<file path="src/rtl/cipher_framer.sv">
// -----------------------------------------------------------------------------
// cipher_framer
//   Buffers ciphertext bytes from the RC4 encryptor in a small FIFO and sends
//   them out as framed packets: SYNC, LEN, payload bytes, then an XOR checksum.
//   The output side uses a valid/ready handshake towards a back-pressured link.
//
// Ports
//   clk          system clock, rising edge
//   rst          synchronous, active-low reset
//   in_valid     ciphertext byte strobe
//   in_data      ciphertext byte
//   flush        one-cycle pulse: close the current frame with what is buffered
//   in_full      FIFO holds DEPTH bytes (combinational from the count)
//   overflow     sticky: a byte was dropped because the FIFO was full
//   out_valid    out_data holds a valid frame byte
//   out_data     frame byte (0 while out_valid is low)
//   out_ready    downstream accepts out_data this cycle
//   frame_busy   frame in progress (FSM not idle)
//   frames_sent  completed frame count, wraps 255 -> 0
// -----------------------------------------------------------------------------
module cipher_framer #(
    parameter int unsigned DEPTH     = 16,
    parameter int unsigned FRAME_LEN = 8,
    parameter logic [7:0]  SYNC      = 8'h7E
) (
    input  logic       clk,
    input  logic       rst,
    input  logic       in_valid,
    input  logic [7:0] in_data,
    input  logic       flush,
    output logic       in_full,
    output logic       overflow,
    output logic       out_valid,
    output logic [7:0] out_data,
    input  logic       out_ready,
    output logic       frame_busy,
    output logic [7:0] frames_sent
);

    localparam int unsigned AW = $clog2(DEPTH);
    localparam int unsigned CW = AW + 1;
    localparam logic [CW-1:0] DEPTH_C = CW'(DEPTH);
    localparam logic [CW-1:0] FLEN_C  = CW'(FRAME_LEN);

    typedef enum logic [2:0] {
        S_IDLE,
        S_SYNC,
        S_LEN,
        S_PAY,
        S_CHK
    } state_e;

    // FIFO storage and pointers
    logic [7:0]    mem_q [DEPTH];
    logic [AW-1:0] wr_ptr_q, wr_ptr_d;
    logic [AW-1:0] rd_ptr_q, rd_ptr_d;
    logic [CW-1:0] count_q,  count_d;

    // Frame control
    state_e     state_q,      state_d;
    logic [7:0] len_q,        len_d;
    logic [7:0] rem_q,        rem_d;
    logic [7:0] chk_q,        chk_d;
    logic       flush_pend_q, flush_pend_d;

    // Registered outputs
    logic       overflow_q,  overflow_d;
    logic       out_valid_q, out_valid_d;
    logic [7:0] out_data_q,  out_data_d;
    logic [7:0] frames_q,    frames_d;

    // Handshake / FIFO strobes
    logic       xfer_c;
    logic       push_c;
    logic       pop_c;
    logic       start_c;
    logic [7:0] start_len_c;
    logic [7:0] head_c;
    logic [7:0] next_head_c;

    assign xfer_c = out_valid_q & out_ready;
    assign pop_c  = xfer_c && (state_q == S_PAY);
    // A full FIFO refuses the byte even when a pop happens in the same cycle.
    assign push_c = in_valid && (count_q != DEPTH_C);

    assign head_c      = mem_q[rd_ptr_q];
    // While in PAY with more than one byte left, the FIFO holds at least two
    // bytes, so the entry after the head is already written.
    assign next_head_c = mem_q[rd_ptr_q + AW'(1)];

    assign start_c = (state_q == S_IDLE) &&
                     ((count_q >= FLEN_C) || (flush_pend_q && (count_q != '0)));
    assign start_len_c = (count_q >= FLEN_C) ? 8'(FRAME_LEN) : 8'(count_q);

    // FIFO write port; contents need no reset because the pointers gate them
    always_ff @(posedge clk) begin
        if (push_c) begin
            mem_q[wr_ptr_q] <= in_data;
        end
    end

    // FIFO pointer and occupancy update
    always_comb begin
        wr_ptr_d   = wr_ptr_q;
        rd_ptr_d   = rd_ptr_q;
        count_d    = count_q + CW'(push_c) - CW'(pop_c);
        overflow_d = overflow_q | (in_valid && (count_q == DEPTH_C));
        if (push_c) begin
            wr_ptr_d = wr_ptr_q + AW'(1);
        end
        if (pop_c) begin
            rd_ptr_d = rd_ptr_q + AW'(1);
        end
    end

    // Framing FSM next state; outputs are computed for the state being entered
    always_comb begin
        state_d      = state_q;
        len_d        = len_q;
        rem_d        = rem_q;
        chk_d        = chk_q;
        out_valid_d  = out_valid_q;
        out_data_d   = out_data_q;
        frames_d     = frames_q;
        flush_pend_d = flush_pend_q | flush;

        unique case (state_q)
            S_IDLE: begin
                out_valid_d = 1'b0;
                out_data_d  = 8'h00;
                if (start_c) begin
                    len_d        = start_len_c;
                    rem_d        = start_len_c;
                    chk_d        = 8'h00;
                    state_d      = S_SYNC;
                    out_valid_d  = 1'b1;
                    out_data_d   = SYNC;
                    flush_pend_d = 1'b0;
                end else if (count_q == '0) begin
                    // Nothing to close: an empty frame is never sent.
                    flush_pend_d = 1'b0;
                end
            end
            S_SYNC: begin
                if (xfer_c) begin
                    state_d    = S_LEN;
                    out_data_d = len_q;
                end
            end
            S_LEN: begin
                if (xfer_c) begin
                    state_d    = S_PAY;
                    out_data_d = head_c;
                end
            end
            S_PAY: begin
                if (xfer_c) begin
                    chk_d = chk_q ^ head_c;
                    rem_d = rem_q - 8'd1;
                    if (rem_q == 8'd1) begin
                        state_d    = S_CHK;
                        out_data_d = chk_q ^ head_c;
                    end else begin
                        out_data_d = next_head_c;
                    end
                end
            end
            S_CHK: begin
                if (xfer_c) begin
                    state_d     = S_IDLE;
                    out_valid_d = 1'b0;
                    out_data_d  = 8'h00;
                    frames_d    = frames_q + 8'd1;
                end
            end
            default: begin
                state_d     = S_IDLE;
                out_valid_d = 1'b0;
                out_data_d  = 8'h00;
            end
        endcase
    end

    // State and output registers
    always_ff @(posedge clk) begin
        if (!rst) begin
            wr_ptr_q     <= '0;
            rd_ptr_q     <= '0;
            count_q      <= '0;
            state_q      <= S_IDLE;
            len_q        <= 8'h00;
            rem_q        <= 8'h00;
            chk_q        <= 8'h00;
            flush_pend_q <= 1'b0;
            overflow_q   <= 1'b0;
            out_valid_q  <= 1'b0;
            out_data_q   <= 8'h00;
            frames_q     <= 8'h00;
        end else begin
            wr_ptr_q     <= wr_ptr_d;
            rd_ptr_q     <= rd_ptr_d;
            count_q      <= count_d;
            state_q      <= state_d;
            len_q        <= len_d;
            rem_q        <= rem_d;
            chk_q        <= chk_d;
            flush_pend_q <= flush_pend_d;
            overflow_q   <= overflow_d;
            out_valid_q  <= out_valid_d;
            out_data_q   <= out_data_d;
            frames_q     <= frames_d;
        end
    end

    assign in_full     = (count_q == DEPTH_C);
    assign overflow    = overflow_q;
    assign out_valid   = out_valid_q;
    assign out_data    = out_data_q;
    assign frame_busy  = (state_q != S_IDLE);
    assign frames_sent = frames_q;

endmodule

</file>
<file path="config.mk">
export PLATFORM = sky130hd
export DESIGN_NAME = cipher_framer
export DESIGN_NICKNAME = d
export VERILOG_FILES = /design/src/rtl/cipher_framer.sv
export SDC_FILE = /design/constraint.sdc
export NUM_CORES = 1
export LEC_CHECK = 0
export ABC_AREA = 1
export CAP_MARGIN = 40
export CELL_PAD_IN_SITES_DETAIL_PLACEMENT = 2
export CELL_PAD_IN_SITES_GLOBAL_PLACEMENT = 2
export CORE_MARGIN = 2
export CORE_UTILIZATION = 25
export CTS_BUF_LIST = sky130_fd_sc_hd__clkbuf_16
export CTS_CLUSTER_DIAMETER = 200
export DETAILED_ROUTE_END_ITERATION = 7
export PLACE_DENSITY = 0.62
export SYNTH_ARGS = -nofsm -noshare
export SYNTH_HDL_FRONTEND = slang
export SYNTH_SLANG_ARGS = --single-unit
export TNS_END_PERCENT = 100
</file>
<file path="constraint.sdc">
create_clock -name clk -period 3.2 [get_ports clk]
set_input_delay 0.96 -clock clk [delete_from_list [all_inputs] [get_ports clk]]
set_output_delay 0.96 -clock clk [all_outputs]
set_load 0.03 [all_outputs]
</file>
==> results.toml <==
[placed_design]
placed_cell_area_um2 = 10700
dp.cells = 1701
numPortBuffers = 32
routabilityCongestion = 0.742
dp_hpwl_mm = 23.1
place_worst_setup_slack_ps = -81.1

[timing]
fin_crit_sh = 0.945
period_needed_ps = 3020
layout_setup_ws_ps = 175
worstMarginPinSlew_ps = 714
max_freq_mhz = 331
fin_hold_ws_ps = 458
slew_headroom = 0.521
finalSetupViolations = 0
slew_violations = 0
tns_ps = 0
finalHoldViolCount = 0
skew_ps = 11.2
rsz0062_at_grt = "no"

[layout]
fin_cells = 1733
postLayoutCoreUtil = 0.297
layout_common_cells = "nand2_1 (309), nand3_1 (194), inv_1 (128), edfxtp_1 (128), nor2_1 (84)"
fillers = 4284
stdcell_area_um2 = 11200
drive_gt1_frac = 0.0720
fin_nets = 1237
num_antenna_cells = 0
final_common_cell = "nand2_1"
area_delta_synth_final_pct = 17.0

[min_path]
min_path_type = "flip-flop to flip-flop"
holdPathStages = 2
hold_end = "overflow$_SDFF_PN0_"
min_from = "overflow$_SDFF_PN0_"

[grt]
grt_use_total = 0.182
overflow = 0
grt_pass1_vias = 9306
grt_pass1_wl_mm = 53.8
grt_max_degree = 79
antenna_found_initial = 0

[worst_setup_path]
cp_cell_sequence = "inv_1, ha_1, nand4_1, inv_1, clkdlybuf4s50_1"
critPathKind = "flip-flop to output port"
path_buf_inv = 3
cp_slowest_cell = "clkdlybuf4s50_1"
start_kind = "flip-flop"
slowest_delay_ps = 680
reg2regPathDepth = 15
r2r-end = "count_q[4]$_SDFF_PN0_"
cp_common_cell = "inv_1"
r2r-start = "count_q[2]$_SDFF_PN0_"
worstSetupEndpointType = "output port"
crit_family = "buffers and inverters"
cp_max_fo = 3
worstPathRequired_ps = 2240
reg2reg_slack_ps = 680
critPathArrivalTime_ps = 2060

[pwr]
total_power_mw = 6.85
ir_worst_vdd_uv = 397
p_leak_nw = 4.42
cellPowerDensity_nw_per_um2 = 611

[synth]
syn_nets = 1200
synthCells = 1172
syn_area_um2 = 9590
yosys_warnings = 0
synth_top_area_cell = "edfxtp_1"
synth_edf_count = 128
avgSynthCellArea_um2 = 8.18
synth_cell_type_count = 39
seq_area_frac_synth = 0.526
synth_area_leaders = "edfxtp_1 (40%), dfxtp_1 (13%), nand2_1 (12%), nand3_1 (10%), inv_1 (4.9%)"
synth_top_cell_area_share = 0.401
synth_ff_type = "edfxtp_1"
synth_seq_cells = 188
async_flop_share = 0

[floorplanning]
initial_core_util = 0.254
boundaryPins = 33
design.core.area_um2 = 37800
dieArea_um2 = 39900
std_cell_rows = 71
die_w_um = 200
die_h_um = 200

[job]
maxCapViolations = 0

[routing]
drc = 0
wl_per_cell_um = 19.9
drtAntennaViolNets = 0
wl_mm = 34.5
drt_iter0_drc = 322
drt_pass1_iterations = 4
via_per_inst = 4.80
via_count = 8321

[status]
status = "complete, no violations"

[clock_tree]
cts_buffer_depth = 2
cts_tree = "yes"
cts_setup_buffers = 0
hold_buffers = 0
cts_root_buffer = "clkbuf_16"
htreeDepth = 4
clk_latency_ps = 460
cts.repair.resized = 0
cts_buffers = 17
clk_pin_slew_ps = 70
cts.sinks = 188
[sequential cells by signal, indices dropped and copies added (netlist names), named ones only]
name / count
count_q: 5
wr_ptr_q: 4
overflow: 1
rem_q: 8
mem_q: 128
chk_q: 8
state_q: 3
len_q: 5
flush_pend_q: 1
rd_ptr_q: 4
out_data: 8
frames_sent: 8
out_valid: 1
[cell families (layout without fill, tap and decap cells)]
| kind of cell | after synthesis | count (layout) | synth area share |
|---|---|---|---|
| xor gates and xnor gates | 7 | 7 | 0.00718 |
| and+or+nand+nor | 613 | 613 | 0.273 |
| AOI/OAI and AO/OA | 161 | 161 | 0.0886 |
| adders and majority gates | 15 | 15 | 0.0204 |
| buffers and inverters | 188 | 238 | 0.0843 |
| DFF | 188 | 188 | 0.526 |
[per-layer routing]
layer  share of wire  global-route usage  vias to the layer above
li1                -                   -                     3956
met1            0.44               0.229                     4204
met2            0.49               0.315                      119
met3           0.039              0.0269                       42
met4           0.028              0.0716                        0
met5               0                   0                        -
[cell usage after synthesis (5+ instances only)]
cell	n
buf_2	33
dfxtp_1	60
o21ai_0	62
ha_1	14
a21oi_1	81
nor3_1	8
buf_4	5
buf_6	5
clkbuf_1	13
inv_1	124
nand2_1	309
nor2_1	84
edfxtp_1	128
nand3_1	194
[report_power, final]
part / switching, mW / internal [mW]
Sequential: 0.123 / 2.78
Combinational: 1.24 / 0.571
Clock: 0.970 / 1.17
Total: 2.33 / 4.52
[final cells by class]
type / instances / area (um^2) / area share
Sequential cell: 188 / 5050 / 0.450
Multi-Input combinational cell: 796 / 3750 / 0.335
Timing Repair Buffer: 75 / 713 / 0.0636
Tap cell: 511 / 639 / 0.0570
Inverter: 131 / 497 / 0.0443
Clock buffer: 18 / 450 / 0.0402
Clock inverter: 14 / 113 / 0.0100
[worst max-delay path by stage]
stage | startpoint | to | slack [ps] | cells past startpoint
floorplan | out_ready | count_q[4]$_SDFF_PN0_ | 490 | 13
global placement | out_ready | count_q[4]$_SDFF_PN0_ | -40 | 14
detailed placement | out_ready | count_q[4]$_SDFF_PN0_ | -80 | 14
CTS | count_q[2]$_SDFF_PN0_ | in_full | 120 | 5
global route | count_q[2]$_SDFF_PN0_ | in_full | 40 | 5
finish | count_q[2]$_SDFF_PN0_ | in_full | 180 | 5
[worst register-to-register path, delay by kind of cell, from the launching register on]
| family | cells | cell delay [ps] |
|---|---|---|
| flip-flops | 1 | 340 |
| AO/OA/AOI/OAI | 3 | 290 |
| adder cells (fa/ha/maj) | 3 | 720 |
| buffers and inverters | 4 | 300 |
| AND/OR/NAND/NOR | 5 | 740 |
Note: power is estimated with default switching activity, not from simulation.
